[config.mk]
export PLATFORM = sky130hd
export DESIGN_NAME = uart_rx_frame
export DESIGN_NICKNAME = d
export VERILOG_FILES = /design/src/rtl/uart_pkg.sv /design/src/rtl/uart_rx_sync_filter.sv /design/src/rtl/uart_rx_frame.sv
export SDC_FILE = /design/constraint.sdc
export NUM_CORES = 1
export LEC_CHECK = 0
export CORE_MARGIN = 5
export CORE_UTILIZATION = 55
export DETAILED_ROUTE_END_ITERATION = 6
export PLACE_DENSITY = 0.78
export SLEW_MARGIN = 10
export SYNTH_ARGS = -nofsm -noshare
export SYNTH_HDL_FRONTEND = slang
export SYNTH_SLANG_ARGS = --single-unit
[constraint.sdc]
create_clock -name rx_clk -period 2.1 [get_ports rx_clk]
set_input_delay 0.315 -clock rx_clk [delete_from_list [all_inputs] [get_ports rx_clk]]
set_output_delay 0.315 -clock rx_clk [all_outputs]
set_load 0.01 [all_outputs]
[src/rtl/uart_pkg.sv]
// uart_pkg: shared state encoding, parity modes and parity helper for the UART receiver.
package uart_pkg;
    typedef enum logic [2:0] {IDLE, START, DATA, PARITY, STOP, BRK_WAIT} state_t;
    localparam int PARITY_NONE = 0;
    localparam int PARITY_EVEN = 1;
    localparam int PARITY_ODD  = 2;
    function automatic logic parity_bit(input logic [8:0] d, input int mode);
        return (^d) ^ (mode == PARITY_ODD);
    endfunction
endpackage

[src/rtl/uart_rx_sync_filter.sv]
// uart_rx_sync_filter: 2-flop line synchronizer plus 3-sample mid-bit majority voter.
module uart_rx_sync_filter #(
    parameter int OVERSAMPLE = 16,
    localparam int TW = $clog2(OVERSAMPLE)
) (
    input  logic          rx_clk,
    input  logic          reset_n,
    input  logic          rx_in,
    input  logic          tick,
    input  logic [TW-1:0] tcnt,
    output logic          rx_sync,
    output logic          mid_bit
);
    logic meta, s0, s1;
    always_ff @(posedge rx_clk) begin
        if (!reset_n) begin
            meta    <= 1'b1;
            rx_sync <= 1'b1;
            s0      <= 1'b1;
            s1      <= 1'b1;
        end else begin
            meta    <= rx_in;
            rx_sync <= meta;
            if (tick && tcnt == TW'(OVERSAMPLE/2-1)) s0 <= rx_sync;
            if (tick && tcnt == TW'(OVERSAMPLE/2)) s1 <= rx_sync;
        end
    end
    // third vote is the live sample, valid on the tick at OVERSAMPLE/2+1
    assign mid_bit = (s0 & s1) | (s0 & rx_sync) | (s1 & rx_sync);
endmodule

[src/rtl/uart_rx_frame.sv]
// uart_rx_frame: oversampled UART receive frame engine with parity, stop checks
// and a valid/ready output register with sticky overrun.
module uart_rx_frame import uart_pkg::*; #(
    parameter int DATA_BITS   = 8,
    parameter int OVERSAMPLE  = 16,
    parameter int PARITY_MODE = 0,
    parameter int STOP_BITS   = 1
) (
    input  logic                 rx_clk,
    input  logic                 reset_n,
    input  logic                 rx_in,
    input  logic                 tick,
    input  logic                 data_ready,
    input  logic                 err_clr,
    output logic [DATA_BITS-1:0] data_out,
    output logic                 data_valid,
    output logic                 parity_err,
    output logic                 frame_err,
    output logic                 overrun,
    output logic                 busy
);
    localparam int TW = $clog2(OVERSAMPLE);
    localparam int BW = $clog2(DATA_BITS);
    localparam logic [TW-1:0] T_MID  = TW'(OVERSAMPLE/2+1);
    localparam logic [TW-1:0] T_LAST = TW'(OVERSAMPLE-1);
    state_t state, state_n;
    logic [TW-1:0] tcnt;
    logic [BW-1:0] bcnt;
    logic scnt;
    logic [DATA_BITS-1:0] shreg;
    logic perr_l, ferr_l, rx_sync, mid_bit, at_mid, at_wrap, done, frame_bad;
    uart_rx_sync_filter #(.OVERSAMPLE(OVERSAMPLE)) u_sync (
        .rx_clk(rx_clk),
        .reset_n(reset_n),
        .rx_in(rx_in),
        .tick(tick),
        .tcnt(tcnt),
        .rx_sync(rx_sync),
        .mid_bit(mid_bit)
    );
    assign at_mid    = tick && tcnt == T_MID;
    assign at_wrap   = tick && tcnt == T_LAST;
    assign frame_bad = ferr_l | ~mid_bit;
    assign busy      = state != IDLE;
    always_comb begin
        state_n = state;
        done    = 1'b0;
        case (state)
            IDLE:     if (tick && !rx_sync) state_n = START;
            START:    state_n = (at_mid && mid_bit) ? IDLE : at_wrap ? DATA : START;
            DATA:     if (at_wrap && bcnt == BW'(DATA_BITS-1))
                          state_n = (PARITY_MODE != PARITY_NONE) ? PARITY : STOP;
            PARITY:   if (at_wrap) state_n = STOP;
            STOP:     if (at_mid && scnt == 1'(STOP_BITS-1)) begin
                          done    = 1'b1;
                          state_n = frame_bad ? BRK_WAIT : IDLE;
                      end
            BRK_WAIT: if (tick && rx_sync) state_n = IDLE;
            default:  state_n = IDLE;
        endcase
    end
    always_ff @(posedge rx_clk) begin
        if (!reset_n) begin
            state      <= IDLE;
            tcnt       <= '0;
            bcnt       <= '0;
            scnt       <= 1'b0;
            shreg      <= '0;
            perr_l     <= 1'b0;
            ferr_l     <= 1'b0;
            data_out   <= '0;
            data_valid <= 1'b0;
            parity_err <= 1'b0;
            frame_err  <= 1'b0;
            overrun    <= 1'b0;
        end else begin
            state <= state_n;
            if (state == IDLE) begin
                tcnt   <= '0;
                bcnt   <= '0;
                scnt   <= 1'b0;
                perr_l <= 1'b0;
                ferr_l <= 1'b0;
            end else if (tick) begin
                tcnt <= at_wrap ? '0 : tcnt + 1'b1;
            end
            if (state == DATA && at_mid) shreg <= {mid_bit, shreg[DATA_BITS-1:1]};
            if (state == DATA && at_wrap) bcnt <= bcnt + 1'b1;
            if (state == PARITY && at_mid) perr_l <= mid_bit != parity_bit(9'(shreg), PARITY_MODE);
            if (state == STOP && at_mid && !mid_bit) ferr_l <= 1'b1;
            if (state == STOP && at_wrap) scnt <= 1'b1;
            // a completing frame may load in the same cycle the consumer drains the register
            if (done && (!data_valid || data_ready)) begin
                data_out   <= shreg;
                parity_err <= perr_l;
                frame_err  <= frame_bad;
                data_valid <= 1'b1;
            end else if (data_valid && data_ready) begin
                data_valid <= 1'b0;
            end
            overrun <= (overrun & ~err_clr) | (done & data_valid & ~data_ready);
        end
    end
endmodule

### After elaboration in Yosys (flattened, before gate mapping)

Index checks and enable logic that the tools add are counted.
Widths: inputs -> output; s select.

| cells by class | value |
|---|---|
| add/sub/neg operators | 2 |
| $mul | 0 |
| divide/modulo/power cells | 0 |
| magnitude comparators | 0 |
| eq/ne operators | 16 |
| shifts and indexed selects | 0 |
| multiplexer cells | 20 |
| bitwise gates (word level) | 15 |
| reduce and logical (&&, ||, !) cells | 31 |

Operators with widths:

| cell | count |
|---|---|
| $mux 3 | 8 |
| $pmux 3 s6 | 1 |
| $logic_and 1x1->1 | 17 |
| $eq 4x4->1 const B | 3 |
| $ne 2x2->1 const B | 5 |
| $reduce_bool 2->1 | 5 |
| $eq 3x3->1 const B | 3 |
| $reduce_xor 9->1 | 1 |
| $mux 1 | 8 |
| $and 1x1->1 | 6 |
| $eq 3x2->1 const B | 2 |
| $not 1->1 | 5 |
| $reduce_and 5->1 | 1 |
| $add 4x1->4 const B | 1 |
| $eq 4x3->1 const B | 1 |
| $mux 2 | 2 |
| $mux 4 | 1 |
| $or 1x1->1 | 4 |
| $add 3x1->3 const B | 1 |
| $eq 3x1->1 const B | 1 |
| $logic_not 1->1 | 3 |
| $logic_not 3->1 | 1 |
| $reduce_bool 3->1 | 1 |
| $reduce_or 2->1 | 1 |
| 2 further kinds | 2 |

| storage, ports and cells | value |
|---|---|
| bits in registers | 37 |
| latch bits | 0 |
| bits in writable memories | 0 |
| ROM bits | 0 |
| input bits | 6 |
| word-level logic and storage cells | 100 |
| memories | 0 |

### Depth between registers and ports, before layout

Gate-level depths: netlist of run 1.

| logic depth | value |
|---|---|
| depth after elaboration | 8 |
| mapped depth | 8 |

### Hierarchy

Synthesis of run 1 repeated with hierarchy kept, for this count alone.

| unflattened totals | value |
|---|---|
| cells, all modules | 181 |
| area, all modules | 1764.2 um^2 |

By module, submodules not included:

| module | times used | cells an instance | area an instance (um^2) | seq. area each (um^2) |
|---|---|---|---|---|
| uart_rx_frame | 1 | 165 | 1589.0 | 660.6 |
| uart_rx_sync_filter | 1 | 16 | 175.2 | 80.1 |

### Worst setup path before layout of run 1

No wires, ideal clock.

| path | value |
|---|---|
| kind | flip-flop to flip-flop |
| start point | reg tcnt[0] |
| end point | reg data_out[1] |
| library setup time | 0.116 ns |
| arrival time | 1.460 ns |
| required time | 1.984 ns |
| path slack | 0.524 ns |
| stages on the path, launching flop included | 8 |
| cells stage by stage | dfxtp_1 ha_1 and4b_2 nand4b_4 nor2b_4 buf_8 mux2i_1 nor2b_1 |

| on the way | value |
|---|---|
| word-level cells in the longest chain between the ends | 6 |

RTL lines:

| item | RTL line | RTL |
|---|---|---|
| from (decl) | uart_rx_frame.sv:27 | `logic [TW-1:0] tcnt;` |
| from (signal assigned) | uart_rx_frame.sv:85 | `tcnt <= at_wrap ? '0 : tcnt + 1'b1;` |
| $eq 4x4->1 | uart_rx_frame.sv:41 | `assign at_mid = tick && tcnt == T_MID;` |
| $logic_and 1x1->1 | uart_rx_frame.sv:41 |  |
| $logic_and 1x1->1 | uart_rx_frame.sv:54 | `STOP: if (at_mid && scnt == 1'(STOP_BITS-1)) begin` |
| $mux 1 | uart_rx_frame.sv:54 |  |
| $mux 1 | uart_rx_frame.sv:48 | `case (state)` |
| $logic_and 1x1->1 | uart_rx_frame.sv:93 | `if (done && (!data_valid \|\| data_ready)) begin` |
| to (signal assigned) | uart_rx_frame.sv:94 | `data_out <= shreg;` |
| to (decl) | uart_rx_frame.sv:15 | `output logic [DATA_BITS-1:0] data_out,` |

No other way between the ends.
A chain may end at the register's enable or synchronous reset.

### Worst setup path in the final report of run 1

| path | value |
|---|---|
| start point | reg state[0] |
| end point | out busy |

| on the way | value |
|---|---|
| word-level cells in the longest chain between the ends | 1 |

RTL lines:

| item | RTL line | RTL |
|---|---|---|
| from (decl) | uart_rx_frame.sv:26 | `state_t state, state_n;` |
| from (signal assigned) | uart_rx_frame.sv:77 | `state <= state_n;` |
| $reduce_bool 3->1 | uart_rx_frame.sv:44 | `assign busy = state != IDLE;` |
| to (decl) | uart_rx_frame.sv:20 | `output logic busy` |

No other way between the ends.

==> results of run 1 <==
## worst max-delay path: stages, from the launching register on
cell and delay (ps):
dfxtp_2 410, or3_4 440, clkdlybuf4s50_1 500
## synthesized netlist by cell type, drive strengths merged
cell     n
dfxtp   37
nand2   20
a21boi  13
mux2i   13
nand3   12
nor2    12
nor2b   12
xnor2    8
a21oi    5
buf      5
clkbuf   5
ha       5
nand2b   5
nand4b   4
inv      3
nor3b    3
o21ai    3
and2     2
nand4    2
o211ai   2
xor2     2
a211o    1
a22oi    1
a31o     1
and3     1
and4     1
and4b    1
maj3     1
nand3b   1
nor3     1
o211a    1
o21bai   1
o22ai    1
o311a    1
or3      1
## cell families after synthesis
kind of cell / synth area share
compound gates: 0.120
simple gates: 0.255
flops: 0.421
buf+inv: 0.0384
xor+xnor: 0.0498
fa+ha+maj: 0.0420
mux: 0.0740
## metal layers
metal,global-route usage,vias up,part of all wire
met4,0.0787,0,0.020
met2,0.277,42,0.48
met5,0,-,0
met1,0.211,650,0.45
met3,0.0438,11,0.051
li1,-,689,-
## where the power goes
group	internal, mW	leakage, nW	switching (mW)
registers	0.733	0.300	0.0827
clock network	0.127	0.0320	0.227
logic	0.149	0.384	0.150
## worst min path at each step
stage / end / slack, ps / cells after the start
floorplan: u_sync.rx_sync / 390 / 1
global placement: u_sync.rx_sync / 400 / 1
detailed placement: u_sync.rx_sync / 420 / 1
CTS: u_sync.rx_sync / 450 / 1
global route: u_sync.rx_sync / 480 / 1
finish: u_sync.rx_sync / 440 / 1
## area by class of cell
| cell class | count | area, um^2 |
|---|---|---|
| fillers | 256 | 1010 |
| inverters | 3 | 11.3 |
| clock inverters | 2 | 10.0 |
| repair buffers | 23 | 230 |
| flip-flops and latches | 37 | 743 |
| clock buffers | 6 | 41.3 |
| well taps | 44 | 55.1 |
| multi-input cells | 137 | 956 |
## flip-flops by register name (all words and copies together), names as in the netlist, 3 cells and up
register,flops
bcnt,3
tcnt,4
shreg,8
data_out,8
state,3
## timing repair
| action | in CTS | in global routing |
|---|---|---|
| hold buffers | 0 | 0 |
| endpoints found under the setup margin | 1 | 1 |
| resized for setup | 2 | 1 |
| pin swaps | 0 | 0 |
==> impl_metrics.yaml, run 1 <==
detailed_routing:
  drt-wirelength-per-cell_um: 13.6
  via_count: 1392
  post_drt_via_cell_ratio: 5.52
  route.final.wire_length_um: 3440
  ant_nets_after_route: 0
  firstDrtPassIters: 4
  post-route-drc-count: 0
  drc_violation_total_after_the_first_tritonroute_iteration: 54
placed_design:
  hpwl_um: 2420
  routabilityCongestion: 0.834
  placedInstanceArea_um2: 1990
  io_buffers: 18
  post-place-cells: 244
  placement.setup.worst_slack_ps: 133
die:
  fp.coreArea_um2: 3050
  floorplan.rows: 20
  top_level_ports: 19
  fp.dieH_um: 66.6
  horizontal_extent_of_the_die_um: 66.6
  start_util: 0.576
  design.die.area_um2: 4430
sta:
  finalHoldViolCount: 0
  finalMaxSlewViolations: 0
  shortest_clock_period_the_worst_path_allows_after_layout_ps: 2010
  max_freq_mhz: 498
  relSlewSlack: 0.694
  total_negative_setup_slacks_ps: 0
  setup_ws_ps: 92.2
  final.hold.worst_slack_ps: 445
  finalCritPeriodShare: 0.956
  worstMarginPinSlew_ps: 457
  finClkSkew_ps: 8.89
  rsz_0062_raised_after_global_routing: "false"
  final_report_setup_violation_count: 0
clocking:
  ctsHtreeMaxLevel: 2
  cts_tree: "yes"
  clockBufferDepth: 2
  clockRootBuffer: "clkbuf_4"
  cts_made_buffers: 5
  cts_setup_buffers: 0
  clock_sinks: 37
  clk_pin_slew_worst_paths_ps: 110
  worstSkewPairLatency_ps: 340
grt:
  grt_pass1_wl_um: 5840
  globalRouteTotalUtil: 0.171
  antenna_found_initial: 0
  global_route.overflow_total: 0
  grt_pass1_vias: 1346
  grt_max_degree: 32
worst_setup_path:
  crit_fanout: 13
  crit_path_start: "state[0]"
  kind_of_end_point_of_the_critical_path: "primary output"
  setup.worst_path.end: "busy"
  reg_to_reg_end: "state[0]"
  reg2reg_slack_ps: 350
  crit_arrival_ps: 1690
  data_required_time_at_the_worst_endpoint_ps: 1780
  start_kind: "register"
  worstRegToRegCells: 8
  reg2reg_from: "tcnt[1]"
  worstSetupPathType: "register to primary output"
layout:
  diodes: 0
  proportion_of_layout_cells_with_a_drive_suffix_above_1: 0.101
  layoutNonFillerInstCount: 252
  postLayoutCellArea_um2: 2050
  flow.area_growth_from_synthesis_pct: 16.4
  most-common-layout-cells: "35 x dfxtp_1, 20 x nand2_1, 18 x clkdlybuf4s50_1"
  final_common_cell: "dfxtp_1"
  design.final.nets: 218
  final_util: 0.670
power:
  power.leakage_nw: 0.715
  power.density_nw_per_um2: 718
  vdd_drop_max_mv: 0.537
  finalPower_mw: 1.47
logic_synthesis:
  postSynthNetCount: 198
  seq_area_frac_synth: 0.421
  ys_types: 41
  ys_top_cells_by_area: "dfxtp_1 42%, mux2i_1 7.4%, a21boi_0 4.7%, nand2_1 4.3%, xnor2_1 4.0%"
  yosys.area.top_type: "dfxtp_1"
  synth_area_per_cell_um2: 9.41
  post-synth-top-area-fraction: 0.421
  netlist_area_um2: 1760
  synth_seq_cells: 37
  yosysWarnings: 0
  netlist_instances: 187
hold_path:
  worst_min_delay_path_startpoint: "u_sync.meta"
  holdCritPathClass: "register to register"
outcome:
  run_status: "finished, final reports clean"
run:
  number_of_max_cap_violations: 0
Note: power is estimated with default switching activity, not from simulation.
==> run 2: changes to the inputs <==
- CORE_UTILIZATION: 55 -> 50
- PLACE_DENSITY: 0.78 -> 0.75
- clock period: 2.1 -> 1.8 ns (I/O delays scaled with it)
==> impl_metrics.yaml, run 2 (synthesis results as in run 1) <==
grt:
  grt_pass1_vias: 1284
  globalRouteTotalUtil: 0.157
  grt_pass1_wl_um: 6050
  antenna_found_initial: 0
  global_route.overflow_total: 0
  grt_max_degree: 19
worst_setup_path:
  timing.critical_path.slowest_stage_cell: "dfxtp_2"
  max_stage_delay_ps: 370
  reg2reg_from: "tcnt[1]"
  start_kind: "register"
  data_required_time_at_the_worst_endpoint_ps: 2090
  worstSetupPathType: "register to register"
  crit_fanout: 4
  worstPathCellList: "inv_1 > ha_1 > and4b_2 > buf_4 > a211o_1 > a21oi_2 > nand3b_1 > a21boi_1"
  crit_path_start: "tcnt[1]"
  crit_arrival_ps: 1990
  kind_of_end_point_of_the_critical_path: "register"
die:
  horizontal_extent_of_the_die_um: 69.3
  fp.coreArea_um2: 3360
  start_util: 0.523
  fp.dieH_um: 69.3
  design.die.area_um2: 4800
  floorplan.rows: 21
  top_level_ports: 19
hold_path:
  holdCritPathClass: "register to register"
  worst_min_delay_path_startpoint: "u_sync.meta"
clocking:
  clockBufferDepth: 2
  worstSkewPairLatency_ps: 350
  cts_tree: "yes"
  clockRootBuffer: "clkbuf_4"
  clk_pin_slew_worst_paths_ps: 130
  clock_sinks: 37
  ctsHtreeMaxLevel: 2
  cts_made_buffers: 5
detailed_routing:
  via_count: 1367
  drc_violation_total_after_the_first_tritonroute_iteration: 38
  route.final.wire_length_um: 3570
  post_drt_via_cell_ratio: 5.24
  drt-wirelength-per-cell_um: 13.7
  firstDrtPassIters: 4
  ant_nets_after_route: 0
  post-route-drc-count: 0
layout:
  proportion_of_layout_cells_with_a_drive_suffix_above_1: 0.149
  most-common-layout-cells: "33 x dfxtp_1, 20 x nand2_1, 17 x clkdlybuf4s50_1"
  biggestRegsByFlops: "data_out: 8 flops, shreg: 8 flops, tcnt: 4 flops"
  diodes: 0
  flow.area_growth_from_synthesis_pct: 21.8
  final_common_cell: "dfxtp_1"
  design.final.nets: 225
run:
  number_of_max_cap_violations: 0
sta:
  finalMaxSlewViolations: 0
  worstMarginPinSlew_ps: 435
  shortest_clock_period_the_worst_path_allows_after_layout_ps: 1700
  finClkSkew_ps: 14.1
  final.hold.worst_slack_ps: 427
  finalHoldViolCount: 0
  max_freq_mhz: 588
  relSlewSlack: 0.709
  finalCritPeriodShare: 0.945
  final_report_setup_violation_count: 0
outcome:
  run_status: "finished, final reports clean"
power:
  power.density_nw_per_um2: 902
  finalPower_mw: 1.93
  power.leakage_nw: 0.763
  vdd_drop_max_mv: 0.623
placed_design:
  routabilityCongestion: 0.865
  hpwl_um: 2540
  io_buffers: 18
## run 2: critical path: cells and delay by family, from the launching register on
family                     cells  cell delay, ps
DFF                            1             370
AOI/OAI and AO/OA              3             540
adders and majority gates      1             190
and+or+nand+nor                2             330
buffers and inverters          2             220
## run 2: layer usage
| layer | share of wire | routed length (um) | GRT usage | vias up |
|---|---|---|---|---|
| met5 | 0 | 0 | 0 | - |
| met2 | 0.47 | 1690 | 0.247 | 27 |
| met3 | 0.049 | 174 | 0.0507 | 4 |
| met1 | 0.46 | 1650 | 0.198 | 635 |
| met4 | 0.015 | 52 | 0.0586 | 0 |
| li1 | - | - | - | 701 |
## run 2: stage by stage
| step | area (um^2) | utilization | TNS [ps] | instances | setup WS, ps |
|---|---|---|---|---|---|
| 2_1_floorplan | 1760 | - | 0 | 187 | 224 |
| 3_3_place_gp | 2040 | 0.608 | -29.2 | 253 | -27.8 |
| 3_5_place_dp | 2040 | 0.608 | -411 | 253 | -70.6 |
| 4_1_cts | 2130 | 0.634 | 0 | 261 | 38.7 |
| 5_1_grt | 2140 | 0.637 | -8.46 | 261 | -8.46 |
| 6_report | 2140 | 0.637 | 0 | 261 | 99.3 |
## run 2: layout make-up
| class | instances | area, um^2 |
|---|---|---|
| clock inverter | 3 | 46.3 |
| clock buffer | 5 | 37.5 |
| inverter | 3 | 11.3 |
| tap | 46 | 57.6 |
| multi-input combinational | 137 | 960 |
| timing repair buffer | 30 | 283 |
| fill | 286 | 1220 |
| sequential | 37 | 748 |
## run 2: timing repair
| action | in CTS | in global routing |
|---|---|---|
| buffers inserted | 0 | 0 |
| hold buffers | 0 | 0 |
| pin swaps | 0 | 0 |
| setup endpoints to repair | 1 | 4 |
| resized for setup | 3 | 6 |
| cloned | 0 | 0 |
## run 2: worst paths after layout
kind | endpoint | slack [ps] | cells after the start
setup / recovery | state[0] | 100 | 8
hold / removal | u_sync.rx_sync | 430 | 1
setup reg to reg | state[0] | 100 | 8
hold reg to reg | u_sync.rx_sync | 430 | 1
## run 2: where the power goes
part           leakage [nW]  total, mW  internal (mW)  switching (mW)
Sequential            0.301      0.907          0.859          0.0485
Clock                0.0414      0.591          0.294           0.297
Combinational         0.421      0.435          0.195           0.239
Total                 0.763       1.93           1.35           0.585
==> run 3: changes to the inputs <==
- CORE_ASPECT_RATIO: not set -> 0.5
==> impl_metrics.yaml, run 3 (synthesis results as in run 1) <==
outcome:
  run_status: "finished, final reports clean"
worst_setup_path:
  kind_of_end_point_of_the_critical_path: "register"
  crit_arrival_ps: 1890
  data_required_time_at_the_worst_endpoint_ps: 2020
  crit_fanout: 4
  worstSetupPathType: "register to register"
  start_kind: "register"
layout:
  postLayoutCellArea_um2: 2180
  final_common_cell: "dfxtp_1"
  biggestRegsByFlops: "data_out: 8 flops, shreg: 8 flops, tcnt: 4 flops"
  diodes: 0
  proportion_of_layout_cells_with_a_drive_suffix_above_1: 0.145
  flow.area_growth_from_synthesis_pct: 23.7
  layoutNonFillerInstCount: 271
  design.final.nets: 230
  most-common-layout-cells: "35 x dfxtp_1, 20 x nand2_1, 17 x clkdlybuf4s50_1"
detailed_routing:
  route.final.wire_length_um: 3350
  drt-wirelength-per-cell_um: 12.4
  ant_nets_after_route: 0
  via_count: 1379
  drc_violation_total_after_the_first_tritonroute_iteration: 82
  firstDrtPassIters: 4
  post-route-drc-count: 0
  post_drt_via_cell_ratio: 5.09
clocking:
  cts_made_buffers: 5
  clockRootBuffer: "clkbuf_8"
  clock_sinks: 37
  ctsHtreeMaxLevel: 2
  worstSkewPairLatency_ps: 290
  clockBufferDepth: 2
  cts_tree: "yes"
  cts_hold_buf: 0
  clk_pin_slew_worst_paths_ps: 80
die:
  fp.coreArea_um2: 3420
  floorplan.rows: 15
  top_level_ports: 19
  design.die.area_um2: 4880
  horizontal_extent_of_the_die_um: 93.9
  fp.dieH_um: 51.9
  start_util: 0.515
grt:
  globalRouteTotalUtil: 0.155
  grt_pass1_wl_um: 5820
  grt_pass1_vias: 1219
  global_route.overflow_total: 0
  grt_max_degree: 20
  antenna_found_initial: 0
sta:
  finalCritPeriodShare: 0.928
  finalMaxSlewViolations: 0
  relSlewSlack: 0.712
  shortest_clock_period_the_worst_path_allows_after_layout_ps: 1670
  max_freq_mhz: 599
  worstMarginPinSlew_ps: 430
  total_negative_setup_slacks_ps: 0
  setup_ws_ps: 130
  finClkSkew_ps: 9.62
  final_report_setup_violation_count: 0
  rsz_0062_raised_after_global_routing: "false"
  finalHoldViolCount: 0
placed_design:
  io_buffers: 18
  placement.setup.worst_slack_ps: -83.5
  routabilityCongestion: 0.879
  placedInstanceArea_um2: 2080
  post-place-cells: 262
  hpwl_um: 2450
power:
  part_of_the_total_power_dissipated_in_combinational_logic: 0.231
  power_frac_seq: 0.468
  power.density_nw_per_um2: 873
  p_int_mw: 1.32
  vdd_drop_max_mv: 0.471
  clkPwrFrac: 0.301
  power.leakage_nw: 0.785
  finalPower_mw: 1.90
  p_switching_mw: 0.580
  power.share.switching: 0.305
hold_path:
  holdCritPathClass: "register to register"
run:
  number_of_max_cap_violations: 0
[run 3: routing by layer]
| metal | share of wire | routed length, um | global-route usage |
|---|---|---|---|
| met1 | 0.51 | 1710 | 0.215 |
| met4 | 0.011 | 36 | 0.0576 |
| met2 | 0.44 | 1480 | 0.217 |
| met5 | 0 | 0 | 0 |
| met3 | 0.036 | 122 | 0.0564 |
[run 3: area by class of cell]
class                           count  area (um^2)
Fill cell                         295         1240
Multi-Input combinational cell    137          951
Sequential cell                    37          743
Timing Repair Buffer               35          319
Clock buffer                        6         72.6
Tap cell                           51         63.8
Clock inverter                      2         15.0
Inverter                            3         11.3
[run 3: metrics by stage]
stage               hold slack, ps  utilization
detailed placement             415        0.609
CTS                            437        0.634
global route                   464        0.637
global placement               414        0.609
floorplan                      343            -
finish                         430        0.637
[run 3: worst max-delay path, cell delays in order, from the launching register on]
cell and delay, ps:
dfxtp_2 340, inv_1 60, ha_1 190, and4b_2 260
buf_4 160, a211o_1 240, a21oi_1 130, nand3b_1 90
a21boi_1 120
[run 3: power by group through the flow]
stage	logic (mW)	clock network, mW	registers, mW
final	0.439	0.572	0.889
after global routing	0.486	0.636	0.896
after CTS	0.438	0.592	0.887
after detailed placement	0.447	0	0.907
after global placement	0.442	0	0.906
after floorplan	0.306	0	0.900
[run 3: worst paths after layout]
check / depth (start not counted) / slack [ps] / to / from
setup / recovery: 8 / 130 / state[0] / tcnt[1]
setup reg to reg: 8 / 130 / state[0] / tcnt[1]
hold reg to reg: 1 / 430 / u_sync.rx_sync / u_sync.meta
hold / removal: 1 / 430 / u_sync.rx_sync / u_sync.meta
[run 3: timing repair]
action	4_1_cts	5_1_grt
pin swaps	0	1
setup buffers	0	1
endpoints found under the setup margin	1	10
gates cloned	0	0
gates resized for setup	1	2
